### config.mk
export PLATFORM = sky130hd
export DESIGN_NAME = array_heap_engine
export DESIGN_NICKNAME = d
export VERILOG_FILES = /design/src/rtl/array_heap_engine.sv
export SDC_FILE = /design/constraint.sdc
export NUM_CORES = 1
export LEC_CHECK = 0
export CORE_ASPECT_RATIO = 1.4
export CORE_MARGIN = 4
export CORE_UTILIZATION = 60
export DETAILED_ROUTE_END_ITERATION = 8
export GPL_TIMING_DRIVEN = 1
export HOLD_SLACK_MARGIN = 0.08
export PLACE_DENSITY = 0.79
export SETUP_SLACK_MARGIN = 0.1
export SLEW_MARGIN = 10
export SYNTH_ARGS = -nofsm -noshare
export SYNTH_HDL_FRONTEND = slang
export SYNTH_SLANG_ARGS = --single-unit
### constraint.sdc
create_clock -name clock -period 7.5 [get_ports clock]
set_input_delay 1.875 -clock clock [delete_from_list [all_inputs] [get_ports clock]]
set_output_delay 1.875 -clock clock [all_outputs]
set_load 0.005 [all_outputs]
### src/rtl/array_heap_engine.sv
// Multi-array stack/heap engine: a shared block RAM carved into N_ARRAYS fixed slices,
// each with its own fill level, handled one command at a time through an IDLE/EXEC/RESP handshake.
module array_heap_engine #(
   parameter int WIDTH    = 12,
   parameter int N_ARRAYS = 4,
   parameter int N_AREA   = 8,
   localparam int AW = ($clog2(N_ARRAYS) > 1) ? $clog2(N_ARRAYS) : 1,
   localparam int IW = $clog2(N_AREA + 1)
) (
   input  logic             clock,
   input  logic             reset,
   input  logic             cmd_valid,
   output logic             cmd_ready,
   input  logic [2:0]       cmd_op,
   input  logic [AW-1:0]    cmd_array,
   input  logic [IW-1:0]    cmd_index,
   input  logic [WIDTH-1:0] cmd_data,
   output logic             rsp_valid,
   input  logic             rsp_ready,
   output logic [WIDTH-1:0] rsp_data,
   output logic [2:0]       rsp_error,
   output logic [AW:0]      in_use,
   output logic [AW:0]      high_water
);

   localparam int DEPTH = N_ARRAYS * N_AREA;
   localparam int HAW   = $clog2(DEPTH);
   localparam logic [AW:0]   NARR  = (AW + 1)'(N_ARRAYS);
   localparam logic [IW-1:0] NAREA = IW'(N_AREA);

   localparam logic [2:0] OP_ALLOC = 3'd0, OP_FREE = 3'd1, OP_PUSH = 3'd2, OP_POP = 3'd3,
                          OP_READ  = 3'd4, OP_WRITE = 3'd5, OP_SIZE = 3'd6;
   localparam logic [2:0] ERR_OK = 3'd0, ERR_FULL = 3'd1, ERR_EMPTY = 3'd2, ERR_RANGE = 3'd3,
                          ERR_NOMEM = 3'd4, ERR_BADOP = 3'd5;

   typedef enum logic [1:0] {IDLE, EXEC, RESP} state_t;
   state_t stateReg, stateNext;

   logic [2:0]       opReg;
   logic [AW-1:0]    arrayReg;
   logic [IW-1:0]    indexReg;
   logic [WIDTH-1:0] dataReg;

   logic [WIDTH-1:0] heap [0:DEPTH-1];
   logic [WIDTH-1:0] heapRdData;
   logic [IW-1:0]    sizes [0:N_ARRAYS-1];
   logic [N_ARRAYS-1:0] allocated;
   logic [AW-1:0]    freeStack [0:N_ARRAYS-1];
   logic [AW:0]      freeTop, freshId, inUse, highWater;

   logic             rspValid;
   logic [WIDTH-1:0] rspData;
   logic [2:0]       rspError;

   logic             accept, heapWe;
   logic [HAW-1:0]   rdAddr, wrAddr;
   logic [AW-1:0]    cmdIdx, arrIdx, allocId, popIdx;
   logic [IW-1:0]    cmdSize, curSize, rdOffset;
   logic             arrValid, allocFromStack;
   logic [2:0]       execErr;
   logic [WIDTH-1:0] execData;
   logic [AW:0]      inUseInc;

   // Out-of-range slices map to address 0; such commands always end in an error anyway.
   function automatic logic [HAW-1:0] heapAddr(input logic [AW-1:0] arr, input logic [IW-1:0] off);
      int unsigned a;
      a = 32'(arr) * 32'(N_AREA) + 32'(off);
      if (a >= 32'(DEPTH)) a = 0;
      return HAW'(a);
   endfunction

   // ---------------- control FSM ----------------
   always_ff @(posedge clock) begin
      if (reset) stateReg <= IDLE;
      else       stateReg <= stateNext;
   end

   always_comb begin
      stateNext = stateReg;
      cmd_ready = 1'b0;
      case (stateReg)
         IDLE: begin
            cmd_ready = 1'b1;
            if (cmd_valid) stateNext = EXEC;
         end
         EXEC:    stateNext = RESP;
         RESP:    if (rsp_ready) stateNext = IDLE;
         default: stateNext = IDLE;
      endcase
   end

   assign accept = cmd_ready && cmd_valid;

   // ---------------- heap RAM: read launched on accept so EXEC sees the data ----------------
   assign cmdIdx   = ({1'b0, cmd_array} < NARR) ? cmd_array : '0;
   assign cmdSize  = sizes[cmdIdx];
   assign rdOffset = (cmd_op == OP_POP) ? cmdSize - 1'b1 : cmd_index;
   assign rdAddr   = heapAddr(cmd_array, rdOffset);

   assign arrIdx   = ({1'b0, arrayReg} < NARR) ? arrayReg : '0;
   assign curSize  = sizes[arrIdx];
   assign arrValid = ({1'b0, arrayReg} < NARR) && allocated[arrIdx];
   assign wrAddr   = heapAddr(arrayReg, (opReg == OP_PUSH) ? curSize : indexReg);

   always_ff @(posedge clock) begin
      if (heapWe) heap[wrAddr] <= dataReg;
      if (accept) heapRdData <= heap[rdAddr];
   end

   // ---------------- EXEC decode ----------------
   assign allocFromStack = (freeTop != '0);
   assign popIdx         = AW'(freeTop - 1'b1);
   assign allocId        = allocFromStack ? freeStack[popIdx] : freshId[AW-1:0];
   assign inUseInc       = inUse + 1'b1;

   always_comb begin
      execErr  = ERR_OK;
      execData = '0;
      heapWe   = 1'b0;
      case (opReg)
         OP_ALLOC: begin
            if (allocFromStack || freshId < NARR) execData = WIDTH'(allocId);
            else                                  execErr  = ERR_NOMEM;
         end
         OP_FREE:  if (!arrValid) execErr = ERR_RANGE;
         OP_PUSH: begin
            if (!arrValid)              execErr = ERR_RANGE;
            else if (curSize == NAREA)  execErr = ERR_FULL;
            else                        heapWe  = 1'b1;
         end
         OP_POP: begin
            if (!arrValid)              execErr  = ERR_RANGE;
            else if (curSize == '0)     execErr  = ERR_EMPTY;
            else                        execData = heapRdData;
         end
         OP_READ: begin
            if (!arrValid || indexReg >= curSize) execErr  = ERR_RANGE;
            else                                  execData = heapRdData;
         end
         OP_WRITE: begin
            if (!arrValid || indexReg >= NAREA) execErr = ERR_RANGE;
            else                                heapWe  = 1'b1;
         end
         OP_SIZE: begin
            if (!arrValid) execErr  = ERR_RANGE;
            else           execData = WIDTH'(curSize);
         end
         default: execErr = ERR_BADOP;
      endcase
      if (stateReg != EXEC || reset) heapWe = 1'b0;
   end

   // ---------------- command capture, bookkeeping and response ----------------
   always_ff @(posedge clock) begin
      if (reset) begin
         rspValid  <= 1'b0;
         rspData   <= '0;
         rspError  <= ERR_OK;
         inUse     <= '0;
         highWater <= '0;
         freeTop   <= '0;
         freshId   <= '0;
         allocated <= '0;
         for (int i = 0; i < N_ARRAYS; i++) sizes[i] <= '0;
      end else begin
         if (accept) begin
            opReg    <= cmd_op;
            arrayReg <= cmd_array;
            indexReg <= cmd_index;
            dataReg  <= cmd_data;
         end
         case (stateReg)
            EXEC: begin
               rspValid <= 1'b1;
               rspData  <= execData;
               rspError <= execErr;
               if (execErr == ERR_OK) begin
                  case (opReg)
                     OP_ALLOC: begin
                        if (allocFromStack) freeTop <= freeTop - 1'b1;
                        else                freshId <= freshId + 1'b1;
                        allocated[allocId] <= 1'b1;
                        sizes[allocId]     <= '0;
                        inUse              <= inUseInc;
                        if (inUseInc > highWater) highWater <= inUseInc;
                     end
                     OP_FREE: begin
                        allocated[arrIdx]             <= 1'b0;
                        freeStack[freeTop[AW-1:0]]    <= arrayReg;
                        freeTop                       <= freeTop + 1'b1;
                        inUse                         <= inUse - 1'b1;
                     end
                     OP_PUSH:  sizes[arrIdx] <= curSize + 1'b1;
                     OP_POP:   sizes[arrIdx] <= curSize - 1'b1;
                     OP_WRITE: if (indexReg >= curSize) sizes[arrIdx] <= indexReg + 1'b1;
                     default: ;
                  endcase
               end
            end
            RESP:    if (rsp_ready) rspValid <= 1'b0;
            default: ;
         endcase
      end
   end

   assign rsp_valid  = rspValid;
   assign rsp_data   = rspData;
   assign rsp_error  = rspError;
   assign in_use     = inUse;
   assign high_water = highWater;

endmodule
==> flow_summary.ini, run 1 <==
[run_status]
outcome = finished, final reports clean

[layout]
nets = 1733
drive_above_1_share = 0.09527
final_cell_mix = edfxtp_1, nand2_1, nand3_1
antenna_cells = 0
final_common_cell = edfxtp_1
final_cell_area_sq_um = 22520
fin_cells = 2156
syn2layout_area_growth_pct = 12.22

[timing]
setup_tns_ps = 0
period_share = 0.8152
final_max_slew_viol_count = 0
maxSlewHeadroom = 0.1759
max_freq_mhz = 163.6
finalCriticalPeriod_ps = 6114
skew_ps = 13.83
hold_violations = 0
rsz0062_at_grt = false
setup_violations = 0
worst_slew_pin_slew_ps = 1230

[clocking]
cts.repair.resized = 0
ctsHoldBuffers = 0
cts-htree-levels = 2
post_cts_buffers = 0
clockRootBuffer = clkbuf_16
cts.clk_slew.worst_paths_ps = 70
cts_tree = yes
clock_path_buffers = 3
cts_buffers = 42
clock-sinks = 477
clock_latency_ps = 550

[min_path]
hold_start = allocated[2]
min_path_type = flip-flop to flip-flop

[routing]
wirelength_mm = 51.59
wire_per_inst_um = 23.93
met3_length_mm = 4.912
ant_nets = 0
wirelength_met1_mm = 18.31
maxUsedRoutingLayer = met4
drc = 0
drt-initial-drc-count = 1965
drt_first_pass_iters = 6
avgViaCountPerCell = 6.371
met2_length_mm = 25.60
dr_total_vias = 13740

[synthesis]
syn_nets = 1675
ys_ff_latch = 477
syn_area_per_cell_sq_um = 12.37
ys_warn_count = 0
synth-edff-count = 441
synth_top_area_frac = 0.6598
synth_cells = 1623
ys_dominant_reg_cell = edfxtp_1
ys_seq_area_frac = 0.6957
synthArstFlopShare = 0
syn-cell-area_sq_um = 20070
yosysTopAreaCell = edfxtp_1
netlist_top_cells_area = edfxtp_1, nand2_1, nand3_1
synth_cell_type_count = 66

[run]
cap_violations = 0

[critical_path]
worstPathArrival_ps = 6540
startpoint_type = input pin
worstSetupPathType = input pin to flip-flop
endpoint_kind = flip-flop
startpoint = cmd_array[0]
critPathMaxFanout = 79
path_cells = clkdlybuf4s50_1 > mux4_2 > nor3_1 > xnor2_1 > a21oi_1 > ha_1 > ha_1 > inv_1 > o211a_4 > buf_12 > nand2_1 > nand3_1 > nand3_1 > nand4_1 > mux2_2
cpPeakStageDelay_ps = 820
critPathSlowestCell = o211a_4
critPathRequiredTime_ps = 7930

[placement]
io_buffer_count = 47
place.gp.congestion = 1.003
hpwlAfterDp_mm = 32.09
placed_cells = 2081
placed_area_sq_um = 21190

[floorplan]
dieArea_sq_um = 36480
core_sq_um = 33110
initial_utilization = 0.6062
fp-row-count = 79
die_w_um = 162.6
die_height_um = 224.4
boundaryPins = 48

[pwr]
vdd_ir_drop_max_mv = 0.1767
p_sw_mw = 1.323
p_seq_frac = 0.532
pwr_density_cell_nw_per_um2 = 247.5
clockPowerShare = 0.376
leakagePower_nw = 7.815
p_sw_frac = 0.2374
combPwrFrac = 0.092
p_int_mw = 4.250

[global_routing]
grt-ovfl-total = 0
grt_max_degree = 99
grt_use_total = 0.2822
grt_pass1_wl_mm = 78.52
antenna_found_initial = 0
grt_pass1_vias = 13380
==> state kept, by name, summed over array words and instances, names as in the netlist, 2 cells and up, named ones only <==
name	count
rsp_data	12
rsp_error	3
indexReg	4
arrIdx	2
heapRdData	12
stateReg	2
allocated	4
freshId	3
dataReg	12
freeStack	8
opReg	3
high_water	3
freeTop	3
heap	384
in_use	3
sizes	16
==> path summary, 6_finish.rpt <==
| check | end | cells after the start | slack [ps] |
|---|---|---|---|
| max | heapRdData[4] | 15 | 1390 |
| min reg2reg | allocated[2] | 1 | 490 |
| min | allocated[2] | 1 | 490 |
| max reg2reg | heap[24][6] | 10 | 2800 |
==> Yosys cell counts (6+ instances only) <==
library cell,instances
ha_1,26
mux4_2,7
a22o_1,8
xnor2_1,8
a21oi_1,22
inv_1,25
nor2_1,38
nand3_1,302
nand2b_1,6
buf_6,9
clkbuf_1,61
mux2_2,17
mux2i_1,9
edfxtp_1,441
nand2_1,409
nor3_1,37
nand4_1,25
dfxtp_1,36
o31ai_1,6
o21ai_0,16
buf_2,14
and3_1,6
nor2b_1,6
==> kinds of logic after synthesis <==
group,after synthesis,share of synthesized area
AO/OA/AOI/OAI,92,0.03323
flip-flops,477,0.6957
XOR/XNOR,11,0.004800
buffers and inverters,117,0.02687
adder cells (fa/ha/maj),27,0.01720
AND/OR/NAND/NOR,862,0.1951
multiplexers,37,0.02712
==> metrics by stage <==
| stage | hold slack [ps] | power [mW] | setup WS, ps | utilization |
|---|---|---|---|---|
| after detailed placement | 467.2 | 3.521 | 917.8 | 0.6398 |
| final | 485.1 | 5.574 | 1386 | 0.6802 |
| after global placement | 456.4 | 3.506 | 999.9 | 0.6398 |
| after global routing | 512.9 | 5.735 | 1179 | 0.6802 |
| after CTS | 482.9 | 5.585 | 1475 | 0.6794 |
| after floorplan | 425.8 | 3.323 | 2745 | - |
==> layout make-up <==
class	instances	area, sq um
Timing Repair Buffer	106	983.4
Tap cell	445	556.8
Fill cell	2210	10590
Clock buffer	53	1114
Clock inverter	21	197.7
Sequential cell	477	13960
Multi-Input combinational cell	1029	5615
Inverter	25	93.84
==> routing by layer <==
layer | GRT usage | up-vias
met4 | 0.1386 | 0
met1 | 0.3559 | 6619
met5 | 0 | -
met3 | 0.04766 | 174
met2 | 0.4775 | 908
li1 | - | 6034
==> power by group through the flow <==
| stage | combinational, mW | clock [mW] | sequential (mW) |
|---|---|---|---|
| floorplan | 0.320 | 0 | 3.00 |
| global placement | 0.484 | 0 | 3.02 |
| detailed placement | 0.498 | 0 | 3.02 |
| CTS | 0.502 | 2.12 | 2.97 |
| global route | 0.549 | 2.22 | 2.96 |
| finish | 0.514 | 2.10 | 2.96 |
==> critical path, delay by kind of cell <==
kind                       cells  cell delay [ps]
adders and majority gates      2              520
buffers and inverters          3             1280
xor gates and xnor gates       1              160
muxes                          2              800
and+or+nand+nor                5              860
AOI/OAI and AO/OA              2              920
Note: power is estimated with default switching activity, not from simulation.
==> run 2: changes to the inputs <==
==> constraint.sdc (replaced) <==
create_clock -name clock -period 6.31 [get_ports clock]
set_input_delay 1.5775 -clock clock [delete_from_list [all_inputs] [get_ports clock]]
set_output_delay 1.5775 -clock clock [all_outputs]
set_load 0.005 [all_outputs]
==> run 2 against run 1 <==
Global-route usage is 0.56 points higher; largest power group unchanged; highest routed layer unchanged; first-iteration DRC count is 5.0% higher; total power is 21% higher; final cell count is 0.79% higher; cell area is 0.92% higher; clock skew is 1.3 ps higher; die area stayed put; largest cell class unchanged; critical path type unchanged.
==> flow_summary.ini, run 2 (synthesized netlist as in run 1, its figures left out) <==
[global_routing]
grt_use_total = 0.2879
grt-ovfl-total = 0
antenna_found_initial = 0
grt_max_degree = 80
grt_pass1_vias = 13690
grt_pass1_wl_mm = 79.48

[critical_path]
reg2reg_slack_ps = 1490
startpoint_type = input pin
worstSetupPathType = input pin to flip-flop
r2r-end = heap[29][9]
endpoint_kind = flip-flop
critPathMaxFanout = 39
worstPathArrival_ps = 5770
rr_worst_depth = 11
critPathRequiredTime_ps = 6620

[timing]
worst_slew_pin_slew_ps = 1318
maxSlewHeadroom = 0.1163
setup_violations = 0
period_share = 0.8659
max_freq_mhz = 183.0
hold_violations = 0
finalCriticalPeriod_ps = 5464
rsz0062_at_grt = false
setup_tns_ps = 0
finalWorstSetupSlack_ps = 846.1
skew_ps = 15.10
final_max_slew_viol_count = 0

[routing]
drt_first_pass_iters = 5
avgViaCountPerCell = 6.381
ant_nets = 0
wire_per_inst_um = 24.28
drc = 0
dr_total_vias = 13870
wirelength_mm = 52.76
drt-initial-drc-count = 2063

[floorplan]
die_height_um = 224.4
core_sq_um = 33110
fp-row-count = 79
boundaryPins = 48
initial_utilization = 0.6062
dieArea_sq_um = 36480
die_w_um = 162.6

[layout]
top_regs = heap x384, sizes x16
antenna_cells = 0
largest-register = heap
syn2layout_area_growth_pct = 13.25
final_common_cell = edfxtp_1
utilization = 0.6865
final_cell_mix = edfxtp_1, nand2_1, nand3_1
largest_register_ffs = 384
drive_above_1_share = 0.1042
nets = 1746
final_cell_area_sq_um = 22730

[pwr]
pwr_density_cell_nw_per_um2 = 297.1
p_sw_mw = 1.580
fin_total_pwr_mw = 6.753
p_seq_frac = 0.519
clockPowerShare = 0.385
p_int_mw = 5.173
combPwrFrac = 0.096
leakagePower_nw = 7.936
p_sw_frac = 0.2340
vdd_ir_drop_max_mv = 0.1848

[clocking]
clock_latency_ps = 560
post_cts_buffers = 0
clock_path_buffers = 3
clockRootBuffer = clkbuf_16
cts_tree = yes
ctsHoldBuffers = 0
cts.clk_slew.worst_paths_ps = 70
cts.repair.resized = 0
cts_buffers = 42
clock-sinks = 477
cts-htree-levels = 2

[placement]
pre_cts_slack_ps = 330.9
placed_area_sq_um = 21320
place.gp.congestion = 0.8740
io_buffer_count = 47
hpwlAfterDp_mm = 32.11

[min_path]
min_path_type = flip-flop to flip-flop
holdPathEnd = freeTop[2]
hold_start = freeTop[2]
whs_path_depth = 2

[run_status]
outcome = finished, final reports clean

[run]
cap_violations = 0
[run 2: cell type report]
cell class	instances	area, sq um
timing repair buffer	119	1119
tap	445	556.8
multi-input combinational	1029	5605
sequential	477	13960
inverter	25	93.84
fill	2180	10380
clock inverter	22	205.2
clock buffer	56	1187
[run 2: power by group through the flow]
stage / clock network (mW) / logic (mW) / registers [mW]
after floorplan: 0 / 0.380 / 3.57
after global placement: 0 / 0.604 / 3.57
after detailed placement: 0 / 0.622 / 3.57
after CTS: 2.62 / 0.632 / 3.50
after global routing: 2.75 / 0.686 / 3.50
final: 2.60 / 0.647 / 3.50
[run 2: stage by stage]
stage                     hold slack [ps]  cells
after CTS                           484.3   2172
final                               483.2   2173
after global routing                498.2   2173
after detailed placement            472.7   2094
after global placement              452.8   2094
after floorplan                     425.8   1623
[run 2: worst max-delay path, cell delays in order]
cell and delay, ps:
clkdlybuf4s50_1 690, mux4_2 580, nor3_1 240, xnor2_1 90
a21oi_1 150, ha_1 210, ha_1 330, inv_1 170
o211a_4 320, buf_12 260, buf_4 210, nand2_1 80
nand3_1 80, nand3_1 150, nand4_1 260, mux2_2 350
[run 2: per-layer routing]
metal  vias up  global-route usage  share of wire
li1       6069                   -              -
met1      6725              0.3479           0.34
met2       878              0.4936           0.51
met3       193             0.04766          0.090
met4         0              0.1611          0.064
met5         -                   0              0
[run 2: how the worst max path moves through the flow]
stage | startpoint | endpoint | slack [ps]
2_1_floorplan | cmd_array[0] | heapRdData[1] | 1850
3_3_place_gp | cmd_array[0] | heapRdData[8] | 390
3_5_place_dp | cmd_array[0] | heapRdData[9] | 330
4_1_cts | cmd_array[0] | heapRdData[4] | 900
5_1_grt | cmd_array[0] | heapRdData[9] | 570
6_report | cmd_array[0] | heapRdData[9] | 850
==> run 3: changes to the inputs <==
--- a/config.mk
+++ b/config.mk
@@ -11,8 +11,7 @@
 export DETAILED_ROUTE_END_ITERATION = 8
 export GPL_TIMING_DRIVEN = 1
 export HOLD_SLACK_MARGIN = 0.08
-export PLACE_DENSITY = 0.79
-export SETUP_SLACK_MARGIN = 0.1
+export PLACE_DENSITY = 0.78
 export SLEW_MARGIN = 10
 export SYNTH_ARGS = -nofsm -noshare
 export SYNTH_HDL_FRONTEND = slang
==> run 3 against run 2 <==
Final cell count stayed put; worst hold slack got worse by 5.5 ps; die area is the same; flip-flop and latch count stayed put; fmax is 0.90% lower; critical path depth up 1; sequential power is essentially flat; register-to-register slack got worse by 120 ps; total power is 0.30% lower; routed wire length is 2.4% lower; first-iteration DRC count shrank 22%; combinational power shrank 0.6%; critical endpoint is now heapRdData[7].
==> flow_summary.ini, run 3 (synthesized netlist as in run 1, its figures left out) <==
[global_routing]
grt_max_degree = 81
grt_pass1_vias = 13360
grt_pass1_wl_mm = 77.99
grt_use_total = 0.2815
grt-ovfl-total = 0
antenna_found_initial = 0

[critical_path]
critPathSlowestCell = clkdlybuf4s50_1
cpPeakStageDelay_ps = 690
worstSetupPathType = input pin to flip-flop
path_cells = clkdlybuf4s50_1 > mux4_2 > nor3_1 > xnor2_1 > a21oi_1 > ha_1 > ha_1 > inv_1 > o211ai_1 > buf_12 > buf_4 > buf_4 > nand2_1 > nand3_1 > nand3_1 > nand4_1 > mux2_2
rr_worst_depth = 11
startpoint_type = input pin
r2r-end = heap[11][5]
endpoint_kind = flip-flop
reg2reg_slack_ps = 1370
worstPathArrival_ps = 5820
critPathRequiredTime_ps = 6620
critPathMaxFanout = 39

[floorplan]
initial_utilization = 0.6062
core_sq_um = 33110
boundaryPins = 48
dieArea_sq_um = 36480
die_height_um = 224.4
die_w_um = 162.6
fp-row-count = 79

[routing]
drt-initial-drc-count = 1608
drc = 0
wire_per_inst_um = 23.69
dr_total_vias = 13680
ant_nets = 0
wirelength_mm = 51.48
drt_first_pass_iters = 8
avgViaCountPerCell = 6.294

[timing]
final_max_slew_viol_count = 0
period_share = 0.8738
maxSlewHeadroom = 0.2878
hold_violations = 0
finalCriticalPeriod_ps = 5513
rsz0062_at_grt = false
setup_violations = 0
max_freq_mhz = 181.4
skew_ps = 19.34
setup_tns_ps = 0
worst_slew_pin_slew_ps = 1057

[layout]
fin_cells = 2173
final_cell_mix = edfxtp_1, nand2_1, nand3_1
n_fill_cell = 2221
antenna_cells = 0
drive_above_1_share = 0.1019
top_regs = heap x384, sizes x16
final_common_cell = edfxtp_1
nets = 1748
largest-register = heap
final_cell_area_sq_um = 22710
largest_register_ffs = 384
syn2layout_area_growth_pct = 13.15

[min_path]
hold_start = freeTop[2]
min_path_type = flip-flop to flip-flop
whs_path_depth = 2
holdPathEnd = freeTop[2]

[placement]
place.gp.congestion = 0.9583
placed_cells = 2096
placed_area_sq_um = 21340
hpwlAfterDp_mm = 32.49
io_buffer_count = 47

[pwr]
leakagePower_nw = 7.917
clockPowerShare = 0.384
vdd_ir_drop_max_mv = 0.1942
combPwrFrac = 0.095
pwr_density_cell_nw_per_um2 = 296.4
p_int_mw = 5.159
p_sw_frac = 0.2337
p_sw_mw = 1.573
p_seq_frac = 0.521

[clocking]
clock-sinks = 477
cts-htree-levels = 2
cts_tree = yes
ctsHoldBuffers = 0
post_cts_buffers = 0
cts.clk_slew.worst_paths_ps = 60
cts_buffers = 43
clock_path_buffers = 3
clock_latency_ps = 560
cts.repair.resized = 0
clockRootBuffer = clkbuf_16

[run]
cap_violations = 0

[run_status]
outcome = finished, final reports clean
-- run 3: power groups by stage --
| stage | logic [mW] | clock network, mW | registers, mW |
|---|---|---|---|
| floorplan | 0.380 | 0 | 3.57 |
| global placement | 0.613 | 0 | 3.57 |
| detailed placement | 0.628 | 0 | 3.57 |
| CTS | 0.633 | 2.60 | 3.51 |
| global route | 0.687 | 2.73 | 3.51 |
| finish | 0.643 | 2.58 | 3.51 |
-- run 3: worst max-delay path by stage --
stage | depth (start not counted) | slack (ps) | to | from
2_1_floorplan | 15 | 1850 | heapRdData[1] | cmd_array[0]
3_3_place_gp | 17 | 350 | heapRdData[7] | cmd_array[0]
3_5_place_dp | 17 | 240 | heapRdData[7] | cmd_array[0]
4_1_cts | 17 | 800 | heapRdData[7] | cmd_array[0]
5_1_grt | 17 | 560 | heapRdData[7] | cmd_array[0]
6_report | 17 | 800 | heapRdData[7] | cmd_array[0]
-- run 3: layout make-up --
| cell class | count | area, sq um | share of cell area |
|---|---|---|---|
| Sequential cell | 477 | 13960 | 0.6148 |
| Multi-Input combinational cell | 1029 | 5605 | 0.2468 |
| Clock buffer | 55 | 1131 | 0.04980 |
| Timing Repair Buffer | 120 | 1119 | 0.04925 |
| Tap cell | 445 | 556.8 | 0.02452 |
| Clock inverter | 22 | 242.7 | 0.01069 |
| Inverter | 25 | 93.84 | 0.004132 |
-- run 3: metal layers --
metal  wire length [um]  global-route usage  vias up
met3               4631             0.04381      134
met2              26220              0.4880      790
met5                  0                   0        -
li1                   -                   -     6075
met1              18030              0.3478     6678
met4               2596              0.1345        0
-- run 3: worst max-delay path: cells and delay by family --
kind	cells	cell delay, ps
AOI/OAI and AO/OA	2	260
xor gates and xnor gates	1	160
adders and majority gates	2	530
buffers and inverters	5	1550
muxes	2	940
and+or+nand+nor	5	790
-- run 3: per-stage QoR --
step	hold WS [ps]	setup slack (ps)	total power, mW	util
6_report	477.7	796.5	6.733	0.6859
3_5_place_dp	470.0	243.1	4.201	0.6444
5_1_grt	513.8	557.6	6.926	0.6859
2_1_floorplan	425.8	1852	3.950	-
4_1_cts	479.3	802.0	6.737	0.6859
3_3_place_gp	455.5	350.3	4.186	0.6444
